**src/rtl/imem_loader.sv**
```systemverilog
// imem_loader: boot-time instruction memory writer.
// Receives a little-endian byte stream. The first 32-bit word is the word count.
// The words that follow are written to consecutive word addresses starting at
// BASE_ADDR. The core is held in reset until the whole image has been written.
module imem_loader #(
  parameter int          SIZE      = 1024,
  parameter logic [31:0] BASE_ADDR = 32'h0000_0000
) (
  input  logic                     clk,
  input  logic                     reset,
  input  logic                     start,
  input  logic [7:0]               rx_data,
  input  logic                     rx_valid,
  output logic                     rx_ready,
  output logic                     mem_we,
  output logic [31:0]              mem_a,
  output logic [31:0]              mem_wd,
  output logic                     busy,
  output logic                     done,
  output logic                     err,
  output logic                     cpu_reset,
  output logic [$clog2(SIZE):0]    words_loaded
);

  localparam int WLW = $clog2(SIZE) + 1;

  typedef enum logic [2:0] {
    S_IDLE,
    S_LEN,
    S_DATA,
    S_WRITE,
    S_DONE,
    S_ERR
  } state_t;

  state_t         state_reg, state_next;
  logic [1:0]     bcnt_reg, bcnt_next;
  logic [23:0]    asm_reg;           // lanes 0..2; lane 3 is taken straight from rx_data
  logic [31:0]    len_reg;
  logic [31:0]    mem_a_reg, mem_wd_reg;
  logic [WLW-1:0] words_loaded_reg, wl_inc;
  logic           xfer, last_byte, restart;
  logic [31:0]    rx_word;

  // rx_ready depends only on the state, so the handshake never loops through the FSM.
  assign rx_ready  = (state_reg == S_LEN) || (state_reg == S_DATA);
  assign xfer      = rx_valid & rx_ready;
  assign last_byte = xfer & (bcnt_reg == 2'd3);
  assign rx_word   = {rx_data, asm_reg};
  assign wl_inc    = words_loaded_reg + WLW'(1);
  // A start is honoured only when no load is running.
  assign restart   = start & ((state_reg == S_IDLE) || (state_reg == S_DONE) ||
                              (state_reg == S_ERR));

  assign mem_a        = mem_a_reg;
  assign mem_wd       = mem_wd_reg;
  assign words_loaded = words_loaded_reg;

  // Next-state and per-state outputs.
  always_comb begin
    state_next = state_reg;
    mem_we     = 1'b0;
    busy       = 1'b0;
    done       = 1'b0;
    err        = 1'b0;
    cpu_reset  = 1'b1;
    case (state_reg)
      S_IDLE: begin
        if (start) state_next = S_LEN;
      end
      S_LEN: begin
        busy = 1'b1;
        if (last_byte) begin
          if (rx_word == 32'd0)             state_next = S_DONE;
          else if (rx_word > 32'(SIZE))     state_next = S_ERR;
          else                              state_next = S_DATA;
        end
      end
      S_DATA: begin
        busy = 1'b1;
        if (last_byte) state_next = S_WRITE;
      end
      S_WRITE: begin
        busy   = 1'b1;
        mem_we = 1'b1;
        state_next = (32'(wl_inc) == len_reg) ? S_DONE : S_DATA;
      end
      S_DONE: begin
        done      = 1'b1;
        cpu_reset = 1'b0;
        if (start) state_next = S_LEN;
      end
      S_ERR: begin
        err = 1'b1;
        if (start) state_next = S_LEN;
      end
      default: state_next = S_IDLE;
    endcase
  end

  // Byte lane counter: restarts on every fresh entry into LEN or DATA.
  always_comb begin
    bcnt_next = bcnt_reg;
    if ((state_next != state_reg) && ((state_next == S_LEN) || (state_next == S_DATA)))
      bcnt_next = 2'd0;
    else if (xfer)
      bcnt_next = bcnt_reg + 2'd1;
  end

  // State and byte counter registers.
  always_ff @(posedge clk) begin
    if (reset) begin
      state_reg <= S_IDLE;
      bcnt_reg  <= 2'd0;
    end else begin
      state_reg <= state_next;
      bcnt_reg  <= bcnt_next;
    end
  end

  // One capture register per low byte lane; the top lane completes the word combinationally.
  for (genvar gi = 0; gi < 3; gi++) begin : g_lane
    // Latch byte gi of the current word when its handshake happens.
    always_ff @(posedge clk) begin
      if (reset)
        asm_reg[gi*8 +: 8] <= 8'd0;
      else if (xfer && (bcnt_reg == 2'(gi)))
        asm_reg[gi*8 +: 8] <= rx_data;
    end
  end

  // Declared word count of the current image.
  always_ff @(posedge clk) begin
    if (reset)
      len_reg <= 32'd0;
    else if (restart)
      len_reg <= 32'd0;
    else if ((state_reg == S_LEN) && last_byte)
      len_reg <= rx_word;
  end

  // Write address/data are registered on the edge that enters WRITE, so they are
  // valid in the same cycle as mem_we and hold afterwards.
  always_ff @(posedge clk) begin
    if (reset) begin
      mem_a_reg  <= 32'd0;
      mem_wd_reg <= 32'd0;
    end else if ((state_reg == S_DATA) && last_byte) begin
      mem_a_reg  <= BASE_ADDR + (32'(words_loaded_reg) << 2);
      mem_wd_reg <= rx_word;
    end
  end

  // Words written so far in this load; bumps as WRITE is left.
  always_ff @(posedge clk) begin
    if (reset)
      words_loaded_reg <= '0;
    else if (restart)
      words_loaded_reg <= '0;
    else if (state_reg == S_WRITE)
      words_loaded_reg <= wl_inc;
  end

endmodule

```
**config.mk**
```make
export PLATFORM = sky130hd
export DESIGN_NAME = imem_loader
export DESIGN_NICKNAME = d
export VERILOG_FILES = /design/src/rtl/imem_loader.sv
export SDC_FILE = /design/constraint.sdc
export NUM_CORES = 1
export LEC_CHECK = 0
export BUFFER_PORTS_ARGS = -buffer_cell sky130_fd_sc_hd__buf_4
export CAP_MARGIN = 15
export CORE_UTILIZATION = 35
export DETAILED_ROUTE_END_ITERATION = 10
export PLACE_DENSITY_LB_ADDON = 0.12
export SETUP_SLACK_MARGIN = 0.2
export SLEW_MARGIN = 10
export SYNTH_ARGS = -nofsm -noshare
export SYNTH_HDL_FRONTEND = slang
export SYNTH_SLANG_ARGS = --single-unit
export TNS_END_PERCENT = 10
```
**constraint.sdc**
```tcl
create_clock -name clk -period 2.7 [get_ports clk]
set_clock_uncertainty 0.1 [all_clocks]
set_input_delay 0 -clock clk [delete_from_list [all_inputs] [get_ports clk]]
set_output_delay 0 -clock clk [all_outputs]
set_load 0.01 [all_outputs]
```
Word-level counts from Yosys, hierarchy flattened
Index checks and enable logic that the tools add are counted.
{ "word_totals": {"register_bits": 115, "latchBits": 0, "mem_bits_rw": 0, "romBits": 0, "in_bits": 12, "out_inout_bits": 81, "word_cells": 56, "memories": 0} }
{ "classes": {"addsub": 2, "n_mul": 0, "div": 0, "magnitude_cmp": 1, "n_eq_ne": 12, "n_shift": 0, "n_mux": 12, "n_bitwise": 3, "reduce_logical": 17} }
{ "ops": {"columns": ["op", "count"], "rows": [
  ["11-bit by 32-bit equality test with 1-bit output", 1],
  ["32-bit by 11-bit > comparator with 1-bit output (second input constant)", 1],
  ["32-bit zero test", 1],
  ["3-bit 2-to-1 mux", 6],
  ["3-bit one-hot mux with 4 select lines", 1],
  ["11-bit by 1-bit adder with 11-bit output (second input constant)", 1],
  ["3-bit by 2-bit equality test with 1-bit output (second input constant)", 3],
  ["3-bit by 1-bit equality test with 1-bit output (second input constant)", 2],
  ["3-bit equality test (second input constant)", 2],
  ["1-bit logical AND", 6],
  ["3-bit OR reduction", 2],
  ["1-bit 2-to-1 mux", 5],
  ["2-bit equality test (second input constant)", 2],
  ["1-bit logical OR", 4],
  ["2-bit OR reduction", 2],
  ["1-bit AND", 3],
  ["3-bit zero test", 1],
  ["3-bit inequality test", 1],
  ["2-bit by 1-bit adder with 2-bit output (second input constant)", 1],
  ["2-bit by 1-bit equality test with 1-bit output (second input constant)", 1],
  ["2-bit zero test", 1]
]} }

Longest topological paths before layout
{ "depth": {"word_depth": 10, "mapped_depth": 9, "mapped_depth_nobuf": 8} }

Least setup slack after synthesis
No wires, ideal clock.
{ "synth_timing": {"path_kind": "reg-to-reg", "from": "register words_loaded_reg[0] (netlist: words_loaded[0])", "to": "register state_reg[1]", "arrival_time_ns": 2.024, "t_required_ns": 2.485, "path_slack_ns": 0.461, "stages_incl_launch_ff": 8, "n_path_buf": 0, "synth_period_minus_slack_ns": 2.239, "cell_sequence": "dfxtp_1 > ha_1 > nand3_4 > or3_1 > a32o_1 > nor4_4 > nand3_1 > and3_1"} }
{ "synth_between": {"elab_chain_cells": 4} }
{ "synth_lines": {"columns": ["item", "line", "rtl"], "rows": [
  ["start: declaration", "41", "logic [WLW-1:0] words_loaded_reg, wl_inc;"],
  ["start signal: assignment", "161", "words_loaded_reg <= wl_inc;"],
  ["11-bit by 1-bit adder with 11-bit output", "50", "assign wl_inc = words_loaded_reg + WLW'(1);"],
  ["11-bit by 32-bit equality test with 1-bit output", "86", "state_next = (32'(wl_inc) == len_reg) ? S_DONE : S_DATA;"],
  ["3-bit 2-to-1 mux", "86", null],
  ["3-bit one-hot mux with 4 select lines", "67", "case (state_reg)"],
  ["end signal: assignment", "116", "state_reg <= state_next;"],
  ["end: declaration", "36", "state_t state_reg, state_next;"]
]} }
No other way between the ends.
A chain may end at the register's enable or synchronous reset.

Worst setup path in the final report
{ "layout_timing": {"from": "register words_loaded_reg[1] (netlist: words_loaded[1])", "to": "register state_reg[1]"} }
Same word-level chain as after synthesis.

==> impl_metrics.tcl <==
set metrics [dict create \
    clock-sinks 115 \
    track_usage_pct 19.1 \
    hold_viol 0 \
    synth-main-ff-cell "dfxtp_1" \
    critPathBufInv 0 \
    post-synth-top-count-cell "nand2_1" \
    critPathMaxStageDelay_ps 420 \
    cp.required_ps 2900 \
    placed_cell_area_um2 5550 \
    synth-seq-area-share_pct 46.7 \
    start_util_pct 35.7 \
    grt_remaining_overflow 0 \
    syn2layout_area_growth_pct 27.3 \
    cts_made_buffers 17 \
    period_needed_ps 2310 \
    cts_tree "done" \
    worst_slew_pin_slew_ps 786 \
    htreeDepth 4 \
    max_clock_freq_mhz 432 \
    power.density_nw_per_um2 678 \
    die_h_um 121 \
    core_um2 13800 \
    syn_avg_cell_area_um2 7.77 \
    wirelength_mm 13.4 \
    cts_buffer_depth 2 \
    crit_type "reg2reg" \
    slew_violations 0 \
    avgViaCountPerCell 4.94 \
    drv_cap 0 \
    grt_pass1_vias 4213 \
    hold_class "in2reg" \
    n_antenna_cell 0 \
    status "complete, no violations" \
    final-setup-viol-count 0 \
    yosys.cell_types.count 50 \
    placedCellCount 856 \
    stdcell_area_um2 6280 \
    io_pins 93 \
    cp-start-kind "flip-flop" \
    grt_start_max_net_pins 74 \
    place_congestion 0.817 \
    clk_latency_ps 410 \
    drt_iter0_drc 211 \
    die_area_um2 14600 \
    nets 721 \
    vias 4432 \
    io_buffer_count 71 \
    crit_fanout 10 \
    ant_nets 0 \
    arrival_ps 2520 \
    setup_slack_ps 387 \
    power_leakage_nw 2.25 \
    cts.clk_slew.worst_paths_ps 50 \
    final.setup.tns_ps 0 \
    netlist_top_cells_count "nand2_1, dfxtp_1, a21oi_1, clkbuf_1, nand3_1" \
    stdcell_count 897 \
    synth_seq_cells 115 \
    dp_hpwl_mm 9.24 \
    synth_warnings 0 \
    slew_headroom_pct 47.6 \
    grt_pass1_wl_mm 21.5 \
    crit_slowest_cell "dfxtp_1" \
    critical_path.top_delay_family "simple AND/OR/NAND/NOR gates" \
    ir_worst_vdd_mv 0.372 \
    synthCells 635 \
    end_kind "flip-flop" \
    crit_path_cell_trace "ha_2 > nand3_4 > nor3_1 > o311ai_1 > a32o_1 > nor4_4 > nand3_1 > and3_1" \
    fin_util_pct 45.4 \
    synth_largest_area_cell "dfxtp_1" \
    first_pass_iters 4 \
    dieWidth_um 121 \
    synth-async-reset-ratio_pct 0 \
    rows 43 \
    postCtsSetupRepairBufs 0 \
    final.period_utilization_pct 85.6 \
    antenna_found_initial 0 \
    syn_area_um2 4930 \
    wire_per_inst_um 14.9 \
    synth_edf_count 0 \
    drc_errors 0 \
    synth_top_area_share_pct 46.7 \
    root_buffer "clkbuf_16" \
    pre_cts_ws_ps 331 \
    synthTopCellsByArea "dfxtp_1, nand2_1, a21oi_1, buf_4, nand3_1" \
    drive_gt1_share_pct 17.7 \
    rsz0062_at_grt "false" \
]
[layout make-up]
class / instances / area, µm²
inverter: 12 / 45.0
sequential: 115 / 2300
timing repair buffer: 91 / 718
multi-input combinational: 467 / 2350
clock buffer: 20 / 457
fill: 1388 / 7550
clock inverter: 12 / 179
tap: 180 / 225
[routing by layer]
layer  GRT usage, %  vias up  wire length [µm]
li1               -     2233                 -
met1           23.3     2089              6070
met2           33.1      100              6610
met3           4.58       10               538
met4           5.79        0               153
met5              0        -                 0
[worst register-to-register path, stage by stage (launching register included)]
cell,delay (ps)
dfxtp_1,420
ha_2,290
nand3_4,140
nor3_1,230
o311ai_1,140
a32o_1,300
nor4_4,310
nand3_1,100
and3_1,180
[stage by stage]
stage,power [mW],hold WS (ps)
3_3_place_gp,1.89,208
2_1_floorplan,1.86,36.0
4_1_cts,4.30,69.6
6_report,4.26,57.0
3_5_place_dp,1.89,215
5_1_grt,4.40,84.3
[what timing repair did]
item                       CTS  global route
resized for setup            0             1
hold buffers                 9             0
setup endpoints to repair    0             2
hold endpoints to repair    42             0
[where the power goes]
part,total (mW),switching [mW],internal (mW)
combinational,0.146,0.0996,0.0467
sequential,1.72,0.0121,1.71
clock,2.39,0.796,1.59
total,4.26,0.908,3.35
[cell usage in the layout (no fill, tap or decap), types with 3 or more instances in the layout]
| cell | n |
|---|---|
| a21oi_1 | 107 |
| and3_1 | 3 |
| buf_4 | 81 |
| bufinv_16 | 4 |
| clkbuf_16 | 17 |
| clkinvlp_4 | 3 |
| conb_1 | 21 |
| dfxtp_1 | 115 |
| dlygate4sd3_1 | 9 |
| ha_1 | 4 |
| inv_1 | 9 |
| nand2_1 | 191 |
| nand3_1 | 29 |
| nand4_1 | 4 |
| nor2_1 | 15 |
| nor3_1 | 8 |
| nor4_1 | 8 |
| o21ai_0 | 9 |
| o311ai_1 | 3 |
| or3_1 | 6 |
| xnor2_1 | 15 |
| xor2_1 | 5 |
[final timing paths]
path                                 startpoint  cells after the start           end  slack, ps
worst max-delay path            words_loaded[1]                      8  state_reg[1]        390
worst min-delay path                      reset                      2      mem_a[2]         60
worst max register to register  words_loaded[1]                      8  state_reg[1]        390
worst min register to register      len_reg[24]                      2   len_reg[24]        350
[cell families after synthesis]
family | count (synthesis) | share of synthesized area [%]
and+or+nand+nor | 282 | 25.4
DFF | 115 | 46.7
buffers and inverters | 73 | 7.41
muxes | 2 | 0.406
xor gates and xnor gates | 20 | 3.55
AOI/OAI and AO/OA | 137 | 15.2
other | 1 | 0.0760
adders and majority gates | 5 | 1.27
(Power assumes the default switching activity.)
